File: config.mk
export PLATFORM = sky130hd
export DESIGN_NAME = sc_dmem_initiator_flat
export DESIGN_NICKNAME = d
export VERILOG_FILES = /design/src/rtl/sc_dmem_initiator_if.sv /design/src/rtl/sc_dmem_initiator.sv /design/src/flat_wrapper.sv
export SDC_FILE = /design/constraint.sdc
export NUM_CORES = 1
export LEC_CHECK = 0
export CAP_MARGIN = 30
export CORE_MARGIN = 2
export CORE_UTILIZATION = 40
export CTS_CLUSTER_DIAMETER = 50
export DETAILED_ROUTE_END_ITERATION = 8
export GPL_TIMING_DRIVEN = 0
export PLACE_DENSITY = 0.65
export SLEW_MARGIN = 20
export SYNTH_ARGS = -nofsm -noshare
export SYNTH_HDL_FRONTEND = slang
export SYNTH_SLANG_ARGS = --single-unit
File: constraint.sdc
create_clock -name clock -period 3.7 [get_ports clock]
set_clock_uncertainty 0.15 [all_clocks]
set_input_delay 0.925 -clock clock [delete_from_list [all_inputs] [get_ports clock]]
set_output_delay 0.925 -clock clock [all_outputs]
set_load 0.05 [all_outputs]
File: src/rtl/sc_dmem_initiator_if.sv
// Control and data-memory bus bundle shared by the block-transfer initiator and
// whatever drives its requests and answers its bus cycles.
interface sc_dmem_initiator_if #(
    parameter int LEN_W = 6
);
    logic             start;
    logic             op;
    logic [31:0]      src_addr;
    logic [31:0]      dst_addr;
    logic [LEN_W-1:0] len;
    logic [31:0]      fill_value;
    logic [31:0]      dataout;
    logic [31:0]      addr;
    logic [31:0]      datain;
    logic             we;
    logic             busy;
    logic             done;
    logic [LEN_W-1:0] words_done;

    modport master (
        input  start, op, src_addr, dst_addr, len, fill_value, dataout,
        output addr, datain, we, busy, done, words_done
    );

    modport slave (
        output start, op, src_addr, dst_addr, len, fill_value, dataout,
        input  addr, datain, we, busy, done, words_done
    );
endinterface

File: src/rtl/sc_dmem_initiator.sv
// Block copy / block fill engine that masters the single-cycle computer's
// data-memory and I/O bus; every bus output comes straight from a flop.
module sc_dmem_initiator #(
    parameter int RD_LAT = 1,
    parameter int LEN_W  = 6
) (
    input logic                 clock,
    input logic                 reset,
    sc_dmem_initiator_if.master bus
);

    typedef enum logic [2:0] {
        S_IDLE,
        S_RD,
        S_WAIT,
        S_WR,
        S_DONE
    } state_t;

    localparam logic [31:0] ALIGN_MASK = 32'hFFFF_FFFC;
    localparam logic [2:0]  WAIT_INIT  = (RD_LAT > 1) ? 3'(RD_LAT - 2) : 3'd0;

    state_t           state, state_nxt;
    logic             op_q, op_nxt;
    logic [31:0]      src_ptr, src_nxt;
    logic [31:0]      dst_ptr, dst_nxt;
    logic [LEN_W-1:0] len_q, len_nxt;
    logic [31:0]      fill_q, fill_nxt;
    logic [31:0]      data_q, data_nxt;
    logic [2:0]       wait_cnt, wait_nxt;
    logic [LEN_W-1:0] words_done, words_nxt, words_inc;

    logic [31:0] addr_q, addr_nxt;
    logic [31:0] datain_q, datain_nxt;
    logic        we_q, we_nxt;
    logic        busy_q, busy_nxt;
    logic        done_q, done_nxt;

    assign words_inc = words_done + LEN_W'(1);

    always_ff @(posedge clock) begin
        if (reset) begin
            state      <= S_IDLE;
            op_q       <= 1'b0;
            src_ptr    <= '0;
            dst_ptr    <= '0;
            len_q      <= '0;
            fill_q     <= '0;
            data_q     <= '0;
            wait_cnt   <= '0;
            words_done <= '0;
            addr_q     <= '0;
            datain_q   <= '0;
            we_q       <= 1'b0;
            busy_q     <= 1'b0;
            done_q     <= 1'b0;
        end else begin
            state      <= state_nxt;
            op_q       <= op_nxt;
            src_ptr    <= src_nxt;
            dst_ptr    <= dst_nxt;
            len_q      <= len_nxt;
            fill_q     <= fill_nxt;
            data_q     <= data_nxt;
            wait_cnt   <= wait_nxt;
            words_done <= words_nxt;
            addr_q     <= addr_nxt;
            datain_q   <= datain_nxt;
            we_q       <= we_nxt;
            busy_q     <= busy_nxt;
            done_q     <= done_nxt;
        end
    end

    // wait_cnt holds the number of WAIT cycles still to come after the current one
    always_comb begin
        state_nxt = state;
        op_nxt    = op_q;
        src_nxt   = src_ptr;
        dst_nxt   = dst_ptr;
        len_nxt   = len_q;
        fill_nxt  = fill_q;
        data_nxt  = data_q;
        wait_nxt  = wait_cnt;
        words_nxt = words_done;
        case (state)
            S_IDLE: begin
                if (bus.start) begin
                    op_nxt    = bus.op;
                    src_nxt   = bus.src_addr & ALIGN_MASK;
                    dst_nxt   = bus.dst_addr & ALIGN_MASK;
                    len_nxt   = bus.len;
                    fill_nxt  = bus.fill_value;
                    words_nxt = '0;
                    if (bus.len == '0)
                        state_nxt = S_DONE;
                    else if (bus.op)
                        state_nxt = S_WR;
                    else
                        state_nxt = S_RD;
                end
            end
            S_RD: begin
                if (RD_LAT == 1) begin
                    data_nxt  = bus.dataout;
                    state_nxt = S_WR;
                end else begin
                    wait_nxt  = WAIT_INIT;
                    state_nxt = S_WAIT;
                end
            end
            S_WAIT: begin
                if (wait_cnt == '0) begin
                    data_nxt  = bus.dataout;
                    state_nxt = S_WR;
                end else begin
                    wait_nxt = wait_cnt - 3'd1;
                end
            end
            S_WR: begin
                words_nxt = words_inc;
                src_nxt   = src_ptr + 32'd4;
                dst_nxt   = dst_ptr + 32'd4;
                if (words_inc == len_q)
                    state_nxt = S_DONE;
                else if (op_q)
                    state_nxt = S_WR;
                else
                    state_nxt = S_RD;
            end
            S_DONE:  state_nxt = S_IDLE;
            default: state_nxt = S_IDLE;
        endcase
    end

    // Bus outputs are decoded from the state being entered so they can be registered
    always_comb begin
        addr_nxt   = '0;
        datain_nxt = '0;
        we_nxt     = 1'b0;
        busy_nxt   = 1'b0;
        done_nxt   = 1'b0;
        case (state_nxt)
            S_RD, S_WAIT: begin
                addr_nxt = src_nxt;
                busy_nxt = 1'b1;
            end
            S_WR: begin
                addr_nxt   = dst_nxt;
                datain_nxt = op_nxt ? fill_nxt : data_nxt;
                we_nxt     = 1'b1;
                busy_nxt   = 1'b1;
            end
            S_DONE:  done_nxt = 1'b1;
            default: ;
        endcase
    end

    assign bus.addr       = addr_q;
    assign bus.datain     = datain_q;
    assign bus.we         = we_q;
    assign bus.busy       = busy_q;
    assign bus.done       = done_q;
    assign bus.words_done = words_done;

endmodule
File: src/flat_wrapper.sv
// flat-port wrapper written by rule: the top's interface ports become plain ports
module sc_dmem_initiator_flat 
#(
    parameter int RD_LAT = 1,
    parameter int LEN_W  = 6
)
  (clock, reset, bus_start, bus_op, bus_src_addr, bus_dst_addr, bus_len, bus_fill_value, bus_dataout, bus_addr, bus_datain, bus_we, bus_busy, bus_done, bus_words_done);
  sc_dmem_initiator_if #(.LEN_W(LEN_W)) bus_i ();
  input logic clock;
  input logic reset;
  input wire logic [$bits(bus_i.start)-1:0] bus_start;
  input wire logic [$bits(bus_i.op)-1:0] bus_op;
  input wire logic [$bits(bus_i.src_addr)-1:0] bus_src_addr;
  input wire logic [$bits(bus_i.dst_addr)-1:0] bus_dst_addr;
  input wire logic [$bits(bus_i.len)-1:0] bus_len;
  input wire logic [$bits(bus_i.fill_value)-1:0] bus_fill_value;
  input wire logic [$bits(bus_i.dataout)-1:0] bus_dataout;
  output wire logic [$bits(bus_i.addr)-1:0] bus_addr;
  output wire logic [$bits(bus_i.datain)-1:0] bus_datain;
  output wire logic [$bits(bus_i.we)-1:0] bus_we;
  output wire logic [$bits(bus_i.busy)-1:0] bus_busy;
  output wire logic [$bits(bus_i.done)-1:0] bus_done;
  output wire logic [$bits(bus_i.words_done)-1:0] bus_words_done;
  assign bus_i.start = bus_start;
  assign bus_i.op = bus_op;
  assign bus_i.src_addr = bus_src_addr;
  assign bus_i.dst_addr = bus_dst_addr;
  assign bus_i.len = bus_len;
  assign bus_i.fill_value = bus_fill_value;
  assign bus_i.dataout = bus_dataout;
  assign bus_addr = bus_i.addr;
  assign bus_datain = bus_i.datain;
  assign bus_we = bus_i.we;
  assign bus_busy = bus_i.busy;
  assign bus_done = bus_i.done;
  assign bus_words_done = bus_i.words_done;
  sc_dmem_initiator #(.RD_LAT(RD_LAT), .LEN_W(LEN_W)) u_core (.clock(clock), .reset(reset), .bus(bus_i));
endmodule
### Yosys cells after proc, flatten, opt, wreduce, memory -nomap -nowiden

Index checks and enable logic that the tools add are counted.

| word-level totals | value |
|---|---|
| input port bits | 138 |
| word-level logic and storage cells | 63 |
| output and inout bits | 73 |
| register bits after elaboration | 214 |

| operators by class | value |
|---|---|
| bitwise logic cells | 2 |
| equal/unequal tests | 9 |
| multiplexer cells | 24 |
| reductions and logical operators | 10 |
| add/subtract/negate cells | 4 |

Operators with widths:

| operator | count |
|---|---|
| one-hot mux 32 bit (2 select lines) | 4 |
| 2-to-1 mux 32 bit | 6 |
| adder 32 x 3 -> 32 bit (second input constant) | 2 |
| equality test 3 x 2 -> 1 bit (second input constant) | 4 |
| 2-to-1 mux 3 bit | 4 |
| one-hot mux 3 bit (4 select lines) | 1 |
| one-hot mux 6 bit (2 select lines) | 1 |
| adder 6 x 1 -> 6 bit (second input constant) | 1 |
| equality test 3 x 1 -> 1 bit (second input constant) | 2 |
| equality test 6 bit | 1 |
| zero test 3 bit | 2 |
| zero test 6 bit | 1 |
| 2-to-1 mux 6 bit | 1 |
| AND reduction 2 bit | 3 |
| 2-to-1 mux 1 bit | 5 |
| 2-to-1 mux 2 bit | 2 |
| OR reduction 2 bit | 2 |
| equality test 3 bit (second input constant) | 1 |
| OR reduction 3 bit | 1 |
| subtractor 3 x 1 -> 3 bit (second input constant) | 1 |
| != test 2 bit (second input constant) | 1 |
| NOT 1 bit | 2 |
| nonzero test 2 bit | 1 |

### Longest topological paths before layout

| depth | value |
|---|---|
| depth in word-level cells | 7 |
| depth in mapped cells | 9 |
| gate-level depth less buffers | 7 |

### Least setup slack after synthesis

Ideal clock, no wire load.

| timing path | value |
|---|---|
| path kind | in2reg |
| from | input bus_start |
| to | register u_core.datain_q[11], in the netlist u_core.bus.datain[11] |
| data required time | 3.403 ns |
| arrival | 2.607 ns |
| library setup time | 0.147 ns |
| cell stages on the path | 7 |
| slack | 0.796 ns |
| buffers on the path | 4 |
| path through | buf_2 nor4b_4 mux2i_1 clkbuf_1 buf_2 clkbuf_1 a211oi_2 |

| on the way | value |
|---|---|
| longest elaborated chain between the ends | 5 |
| elaborated cells between the ends (all ways) | 10 |
| those cells by class | eq/ne (1); mux (7); bitwise (1); reduce/logical (1) |

RTL lines:

| element | line | RTL |
|---|---|---|
| start: declaration | flat_wrapper.sv:11 | `input wire logic [$bits(bus_i.start)-1:0] bus_start;` |
| 2-to-1 mux 3 bit | sc_dmem_initiator.sv:88 | `if (bus.start) begin` |
| one-hot mux 3 bit (4 select lines) | sc_dmem_initiator.sv:86 | `case (state)` |
| equality test 3 x 2 -> 1 bit | sc_dmem_initiator.sv:143 | `case (state_nxt)` |
| NOT 1 bit (no source line) | -- |  |
| OR reduction 2 bit (no source line) | -- |  |
| end signal: assignment | sc_dmem_initiator.sv:68 | `datain_q <= datain_nxt;` |
| end: declaration | sc_dmem_initiator.sv:34 | `logic [31:0] datain_q, datain_nxt;` |

Several ways; a longest one is shown, not always the timed one.
A chain may end at the register's enable or synchronous reset.

### Final worst setup path

Ends and elaborated chain as after synthesis.

==> results by group <==
Cells and area
  – Antenna cells: 0
  – Fin nets: 1494
  – Growth of design area from synthesis to finish: 36.3%
  – Number of standard cells in the final layout excluding fillers: 1693
  – Fraction of final layout cells with drive strength greater than 1: between 9 and 10%

Worst setup path
  – Depth of the worst register-to-register path: 7
  – Crit path buf inv count: 4
  – CP Cell Sequence: buf_2, nor4b_4, mux2i_1, clkbuf_1, buf_2, clkbuf_1, a211oi_2
  – Worst Path Max Fanout: 10
  – Slowest Stage Delay on Critical Path: between 0.5 and 0.6 ns
  – Required arrival time at the worst endpoint: 3.94 ns
  – Kind of start point of the critical path: input port
  – Crit path depth: 7
  – Arrival time worst endpoint: 3.46 ns
  – Endpoint kind of the worst setup timing path: flip-flop
  – Category of the critical setup timing path: in -> reg
  – Worst path slowest cell: clkbuf_1
  – Largest delay share family, worst path: buffers and inverters

Clock tree
  – CTS Buf Count: 30
  – Clock transition at path regs: roughly 0.060 ns
  – CTS Root Buffer Type: clkbuf_16
  – Clk_lat worst skew: 0.55 ns
  – Resized Gates After CTS: 0
  – CTS tree: built
  – Clock sinks: 214
  – Hold buffers post-CTS: 0
  – Number of setup buffers added after CTS: 0
  – Level count of the clock H-tree: 1
  – Worst-case clock buffer depth: 3

Timing
  – Hold Vio Cnt, Final: 0
  – Max-slew violation total from the final report: 0
  – Number of setup violations in the final report: 0
  – Setup slack after layout: 0.481 ns
  – Post-route minimum period: around 3.2 ns
  – FMAX: 311 MHz
  – RSZ-0062 raised after global routing: false
  – Final clock period utilization by the worst path: 87.0%
  – Max-slew headroom: a little over a third
  – Minimum hold slack: 0.306 ns
  – Worst Tran Pin Value: 0.946 ns
  – TNS Setup: 0 ns

Logic synthesis
  – Number of different library cells in the post-synthesis netlist: 73
  – Post-synthesis async set-or-reset flop share: 0%
  – Synth Net Count: roughly 1.3k
  – Cell taking the most area after synthesis: dfxtp_1
  – Share of the synthesized area in the top cell type: 44.2%
  – Post-Syn Instances: 1113
  – Count leader, synth: dfxtp_1
  – Average footprint of a synthesized cell: a little under 9 um2
  – Count of synthesis-stage warnings from yosys: 0
  – Seq/Total Area, Yosys: 44.2%
  – Cell area after technology mapping: 9690 um2
  – Post-synth top flop: dfxtp_1
  – Area contributors post-synth: dfxtp_1, nand2_1, a21oi_1
  – Number of synthesized register bits: 214
  – Count of flip-flops with a built-in enable after synthesis: 0
  – Most frequent cells after synthesis: dfxtp_1, nand2_1, nor2_1

Floorplanning
  – Initial cell density of the core: approximately 41%
  – Core area: about 24000 um2
  – Placement row count: 56
  – IO Count: 211
  – Vertical die dimension: 160 um
  – Die X: 160 um
  – Die outline area: roughly 25000 um2

Routing
  – Average vias per placed instance: 5.68
  – Antenna-violating nets left: 0
  – Routed wire length: 36.0 mm
  – Initial drt markers: 891
  – DRC violations left: 0
  – Average routed wire per standard cell: 21.3 um
  – Total vias in the final route: 9610
  – Detailed-router iteration count before antenna repair: 5

Power and ir drop
  – Total Power: 0.0109 W
  – Power per unit of standard cell area: 822 nW/um2
  – Leakage power: 4.90 nW
  – Maximum vdd ir drop: around 0.35 mV

Placement
  – Final weighted congestion in routability-driven placement: 0.946
  – DP Wirelength: 25.9 mm
  – Total of buffers placed on input and output ports: 204
  – Placed Cells: 1638
  – Worst-case setup slack after placement: -0.0560 ns

Global route
  – All-layer global routing usage: 27.5%
  – Antenna violations before repair: 0
  – Wire length of the first global-routing pass: 54.6 mm
  – Via count of the first global-routing pass: 9473
  – Global route overflow: 0
  – Largest net degree at the start of global routing: 15

Min path
  – Hold Path Stages: 2
  – Tightest Hold Check Type: reg -> reg

Status
  – Status: completed

Flow run
  – Maximum Capacitance Violations: 0
worst reg2reg max path: stages (launching register included):
cell	delay, ns
dfxtp_1	0.29
buf_2	0.18
nor4b_4	0.54
mux2i_1	0.31
clkbuf_1	0.42
buf_2	0.33
clkbuf_1	0.59
a211oi_2	0.17
final timing paths:
kind,start,end,slack [ns]
setup / recovery,bus_start,u_core.bus.datain[11],0.48
hold / removal,u_core.fill_q[24],u_core.fill_q[24],0.31
setup reg to reg,u_core.state[1],u_core.bus.datain[11],0.57
hold reg to reg,u_core.fill_q[24],u_core.fill_q[24],0.31
cell usage in the layout, fill, tap and decap left out, drive strengths merged, types with 18 or more instances in the layout:
cell	count
a21oi	93
nand4	23
dfxtp	214
a22o	22
nor2	101
nor3	18
o21ai	34
nand3	38
a211oi	36
nand2	137
clkdlybuf4s50	204
nor2b	34
and3	25
a31oi	47
and3b	33
clkbuf	83
buf	43
per-layer routing:
layer | track usage (%) | part of all wire, % | wire (um) | vias to the layer above
met2 | 43.2 | 44 | 16000 | 423
met4 | 9.88 | 3.2 | 1170 | 0
met5 | 0 | 0 | 0 | -
li1 | - | - | - | 4548
met1 | 37.5 | 44 | 16000 | 4561
met3 | 5.34 | 7.9 | 2860 | 78
cell families (layout without fill, tap and decap cells):
kind of cell / count (synthesis) / after routing / synth area share [%]
and+or+nand+nor: 460 / 460 / 24.6
muxes: 14 / 14 / 1.47
AOI/OAI and AO/OA: 309 / 309 / 22.9
xor gates and xnor gates: 19 / 19 / 1.72
adders and majority gates: 5 / 5 / 0.646
DFF: 214 / 214 / 44.2
buffers and inverters: 92 / 353 / 4.46
sequential cells by signal (all words and copies together), names as in the netlist, 3 cells and up:
signal	count
u_core.len_q	6
u_core.state	3
u_core.bus.addr	32
u_core.bus.datain	32
u_core.fill_q	32
u_core.src_ptr	32
u_core.data_q	32
u_core.wait_cnt	3
u_core.dst_ptr	32
u_core.bus.words_done	6
report_power, final:
part / total, W / leakage (nW) / internal, W / switching [W]
logic: 0.00470 / 2.64 / 0.00154 / 0.00316
clock network: 0.00300 / 0.520 / 0.00186 / 0.00114
registers: 0.00316 / 1.75 / 0.00287 / 0.000293
cell type report:
type	instances	area, um2
plain buffers	86	409
well taps	319	399
repair buffers	206	2060
inverters	6	22.5
flip-flops and latches	214	4280
fillers	2161	10400
clock buffers	39	856
clock inverters	16	199
multi-input cells	807	4970
per-stage QoR:
stage          utilization, %  instance area, um2
6_report                 55.9               13200
5_1_grt                  55.9               13200
4_1_cts                  55.9               13200
3_5_place_dp             51.5               12200
3_3_place_gp             51.4               12100
2_1_floorplan               -                9690
No activity file was read; power rests on OpenSTA's default activity.
